--- config.mk ---
export PLATFORM = sky130hd
export DESIGN_NAME = gerador_codigo
export DESIGN_NICKNAME = d
export VERILOG_FILES = /design/src/rtl/gerador_codigo.sv
export SDC_FILE = /design/constraint.sdc
export NUM_CORES = 1
export LEC_CHECK = 0
export BUFFER_PORTS_ARGS = -buffer_cell sky130_fd_sc_hd__clkbuf_2
export CORE_UTILIZATION = 58
export CTS_CLUSTER_DIAMETER = 200
export DETAILED_ROUTE_END_ITERATION = 7
export PLACE_DENSITY = 0.8
export SKIP_CTS_REPAIR_TIMING = 1
export SLEW_MARGIN = 20
export SYNTH_ARGS = -nofsm -noshare
export SYNTH_HDL_FRONTEND = slang
export SYNTH_SLANG_ARGS = --single-unit
--- constraint.sdc ---
create_clock -name clk -period 3.3 [get_ports clk]
set_input_delay 0.99 -clock clk [delete_from_list [all_inputs] [get_ports clk]]
set_output_delay 0.99 -clock clk [all_outputs]
set_load 0.01 [all_outputs]
--- src/rtl/gerador_codigo.sv ---
// Up/down sequencer over a fixed 10-entry code table with synchronous load,
// wrap or saturate at the ends, cascade carry, and a sticky invalid-load flag.
module gerador_codigo #(
    parameter bit WRAP = 1'b1
) (
    input  logic       clk,
    input  logic       rst,
    input  logic       en,
    input  logic       up,
    input  logic       load,
    input  logic [3:0] din,
    output logic       H,
    output logic       G,
    output logic       F,
    output logic       E,
    output logic       tc,
    output logic       err
);

    localparam logic [3:0] LAST_IDX = 4'd9;

    logic [3:0] idx_q, idx_d;
    logic [3:0] word_q, word_d;
    logic       err_q, err_d;
    logic       din_legal;
    logic [3:0] din_idx;
    logic       at_top, at_bottom;

    function automatic logic [3:0] code_of(input logic [3:0] i);
        logic [3:0] c;
        case (i)
            4'd0:    c = 4'b0000;
            4'd1:    c = 4'b0001;
            4'd2:    c = 4'b0011;
            4'd3:    c = 4'b0100;
            4'd4:    c = 4'b0101;
            4'd5:    c = 4'b0111;
            4'd6:    c = 4'b1001;
            4'd7:    c = 4'b1011;
            4'd8:    c = 4'b1100;
            4'd9:    c = 4'b1101;
            default: c = 4'b0000;
        endcase
        return c;
    endfunction

    // Inverse lookup: position of a loaded code, or flag it as not in the table.
    always_comb begin
        din_legal = 1'b1;
        din_idx   = 4'd0;
        case (din)
            4'b0000: din_idx = 4'd0;
            4'b0001: din_idx = 4'd1;
            4'b0011: din_idx = 4'd2;
            4'b0100: din_idx = 4'd3;
            4'b0101: din_idx = 4'd4;
            4'b0111: din_idx = 4'd5;
            4'b1001: din_idx = 4'd6;
            4'b1011: din_idx = 4'd7;
            4'b1100: din_idx = 4'd8;
            4'b1101: din_idx = 4'd9;
            default: din_legal = 1'b0;
        endcase
    end

    assign at_top    = (idx_q == LAST_IDX);
    assign at_bottom = (idx_q == 4'd0);

    always_comb begin
        idx_d = idx_q;
        err_d = err_q;
        if (load) begin
            if (din_legal) begin
                idx_d = din_idx;
                err_d = 1'b0;
            end else begin
                err_d = 1'b1;
            end
        end else if (en) begin
            if (up) begin
                if (at_top) idx_d = WRAP ? 4'd0 : LAST_IDX;
                else        idx_d = idx_q + 4'd1;
            end else begin
                if (at_bottom) idx_d = WRAP ? LAST_IDX : 4'd0;
                else           idx_d = idx_q - 4'd1;
            end
        end
        // Word register is loaded from the next index so the code lands with the index.
        word_d = code_of(idx_d);
    end

    always_ff @(posedge clk or posedge rst) begin
        if (rst) begin
            idx_q  <= 4'd0;
            word_q <= 4'b0000;
            err_q  <= 1'b0;
        end else begin
            idx_q  <= idx_d;
            word_q <= word_d;
            err_q  <= err_d;
        end
    end

    assign tc  = en & ~load & ((up & at_top) | (~up & at_bottom));
    assign H   = word_q[3];
    assign G   = word_q[2];
    assign F   = word_q[1];
    assign E   = word_q[0];
    assign err = err_q;

endmodule

==> results.cfg <==
[run_status]
status = complete, no violations

[critical_path]
timing.critical_path.mode_cell = clkbuf_2
path_class = input pin to output port
worstSetupEndpointType = output port
crit_slowest_cell = a2111oi_0
crit_fanout = 9
cpPeakStageDelay_ns = 0.41
cp_top_family = compound AO/OA/AOI/OAI gates
cp_data_required_time_ns = 2.31
worstSetupStartpointType = input pin
critical_path_buf_inv_count = 2
worstPathCellList = clkbuf_2, or3_1, a2111oi_0, clkbuf_2
crit_start = up
r2r-start = idx_q[0]$_DFF_PP0_
crit_arrival_ns = 2.08

[clock_network]
h-tree-depth = 1
insertion_delay_ns = 0.27
clockBufferDepth = 2
numCtsBuffers = 3
cts_tree = yes
clkTransAtPathRegs_ns = 0.06
clock-root-buffer = clkbuf_4
cts.sinks = 9

[drt]
wire_per_inst_microns = 13.41
antenna_left = 0
drt_first_pass_iters = 4
drt_iter0_markers = 37
via_per_inst = 5.910
drc = 0
routed-via-count = 721
routed_wl_microns = 1636

[finish]
drive_gt1_frac = 0.2336
diodes = 0
postLayoutCellArea_sq_um = 888.4
fill_cells = 107
nets = 120
synthToLayoutAreaGrowth_pct = 8.563
finish.utilization = 0.6827

[pwr]
power.density_nw_per_um2 = 495.9
leakagePower_nw = 0.3956
ir_drop_uv = 246.8

[global_route]
grt_most_used_layer = met2
use_met1 = 0.3474
use_met2 = 0.3648
grt_use_total = 0.2485
use_met3 = 0.05114
grt_pass1_vias = 594
antenna_found_initial = 0
grt_max_degree = 13
grt-ovfl-total = 0
grt_pass1_wl_microns = 2539

[flow_run]
cap_violations = 0

[timing]
rsz0062_at_grt = no
tightestPinTransition_ns = 0.3782
period_share = 0.9290
fin_crit_ns = 3.066
relSlewSlack = 0.7413
hold_viol_final = 0
fmax_mhz = 326.2
setup_viol = 0
tns_ns = 0
drv_slew = 0
skew_ns = 0.003556

[die]
rows = 13
die-area_sq_um = 1565
ios = 15
core-area_sq_um = 1301
start_util = 0.6288
die_w_microns = 39.56
die_y_microns = 39.56

[logic_synthesis]
yosys-top-cells-count = 9 x dfrtp_1, 7 x inv_1, 7 x nor2_1
muxShareOfSynthArea = 0.02446
synthCells = 96
synth_nets = 108
synth.most_common_cell = dfrtp_1
synth_top_family_by_area = compound AO/OA/AOI/OAI gates
yosys_warnings = 0
synth_edf_count = 0
synth_ff_type = dfrtp_1
yosys.area_share.adder = 0.04587
synth-compound-area-share = 0.3226
ys_seq_elements = 9
synthArstFlopShare = 1.000
yosysUniqueCellTypes = 40
syn_area_per_cell_sq_um = 8.524
synth-xor-area-share = 0.04281
yosysTopAreaCellShare = 0.2752
yosysTopAreaCell = dfrtp_1
yosys.area_share.simple = 0.1927
syn_area_sq_um = 818.3
synth.top_cells.by_area = dfrtp_1 28%, ha_1 4.6%, o21ai_0 3.7%
seq_area_frac_synth = 0.2752

[place]
place_hpwl_microns = 1213
port_buffers = 14
placed_cell_area_sq_um = 862.1
routabilityCongestion = 0.8412

[min_path]
hold_path_startpoint = err$_DFFE_PP0P_
min_path_type = register to register
==> flip-flops by register name (all words and copies together) (netlist names) <==
name    flops
word_q      4
idx_q       4
err         1
==> stage by stage <==
step / hold slack, ns / setup WS, ns / cells / power, mW
floorplan: 0.5659 / 0.1814 / 96 / 0.3128
global placement: 0.5351 / 0.2877 / 118 / 0.3449
detailed placement: 0.5431 / 0.2542 / 118 / 0.3528
CTS: 0.5540 / 0.2429 / 122 / 0.4411
global route: 0.6107 / 0.1908 / 122 / 0.4734
finish: 0.5540 / 0.2344 / 122 / 0.4406
==> worst reg2reg max path, stage by stage (launching register included) <==
cell and delay, ns:
dfrtp_1 0.52, and2_1 0.21, o21ai_1 0.20, a22oi_1 0.14, o21ai_1 0.14, buf_4 0.16, inv_1 0.05, ha_1 0.29
a22oi_1 0.16
==> layer usage <==
metal,share of wire,vias up,routed length (microns)
li1,-,371,-
met1,0.48,325,793
met2,0.45,22,741
met3,0.048,3,78
met4,0.014,0,23
met5,0,-,0
==> power by group <==
part | internal, mW | switching, mW
sequential | 0.135 | 0.0315
combinational | 0.0829 | 0.102
clock | 0.0468 | 0.0423
total | 0.265 | 0.176
==> kinds of logic after synthesis <==
group | Yosys count
AO/OA/AOI/OAI | 33
buffers and inverters | 15
adder cells (fa/ha/maj) | 3
AND/OR/NAND/NOR | 30
flip-flops | 9
XOR/XNOR | 4
multiplexers | 2
==> worst paths after layout <==
| path | end | cells past startpoint | slack (ns) |
|---|---|---|---|
| worst max-delay path | tc | 4 | 0.23 |
| worst min-delay path | err$_DFFE_PP0P_ | 2 | 0.55 |
| worst max register to register | word_q[0]$_DFF_PP0_ | 8 | 1.35 |
| worst min register to register | err$_DFFE_PP0P_ | 2 | 0.55 |
| max in group asynchronous | word_q[0]$_DFF_PP0_ | 2 | 2.39 |
| min in group asynchronous | idx_q[2]$_DFF_PP0_ | 2 | 0.65 |
==> cell usage in the layout, fill, tap and decap left out, drive strengths merged <==
master,n
clkbuf,18
o21ai,11
dfrtp,9
nor2,8
inv,7
nand2,6
a21oi,6
nor2b,4
nand3,3
nand2b,3
ha,3
a22oi,2
xor2,2
xnor2,2
a31oi,2
mux2i,2
a221oi,2
and2,1
o21bai,1
o32a,1
nor4b,1
a21o,1
o41ai,1
o221ai,1
and2b,1
nor3,1
and4b,1
o2111a,1
o31ai,1
o2bb2ai,1
o311ai,1
or3,1
a2111oi,1
buf,1
==> area by class of cell <==
| class | count | area (sq um) | area share |
|---|---|---|---|
| Multi-Input combinational cell | 72 | 514.2 | 0.5789 |
| Sequential cell | 9 | 225.2 | 0.2535 |
| Timing Repair Buffer | 15 | 77.57 | 0.08732 |
| Clock buffer | 4 | 26.28 | 0.02958 |
| Inverter | 7 | 26.28 | 0.02958 |
| Tap cell | 15 | 18.77 | 0.02113 |
(Power assumes the default switching activity.)
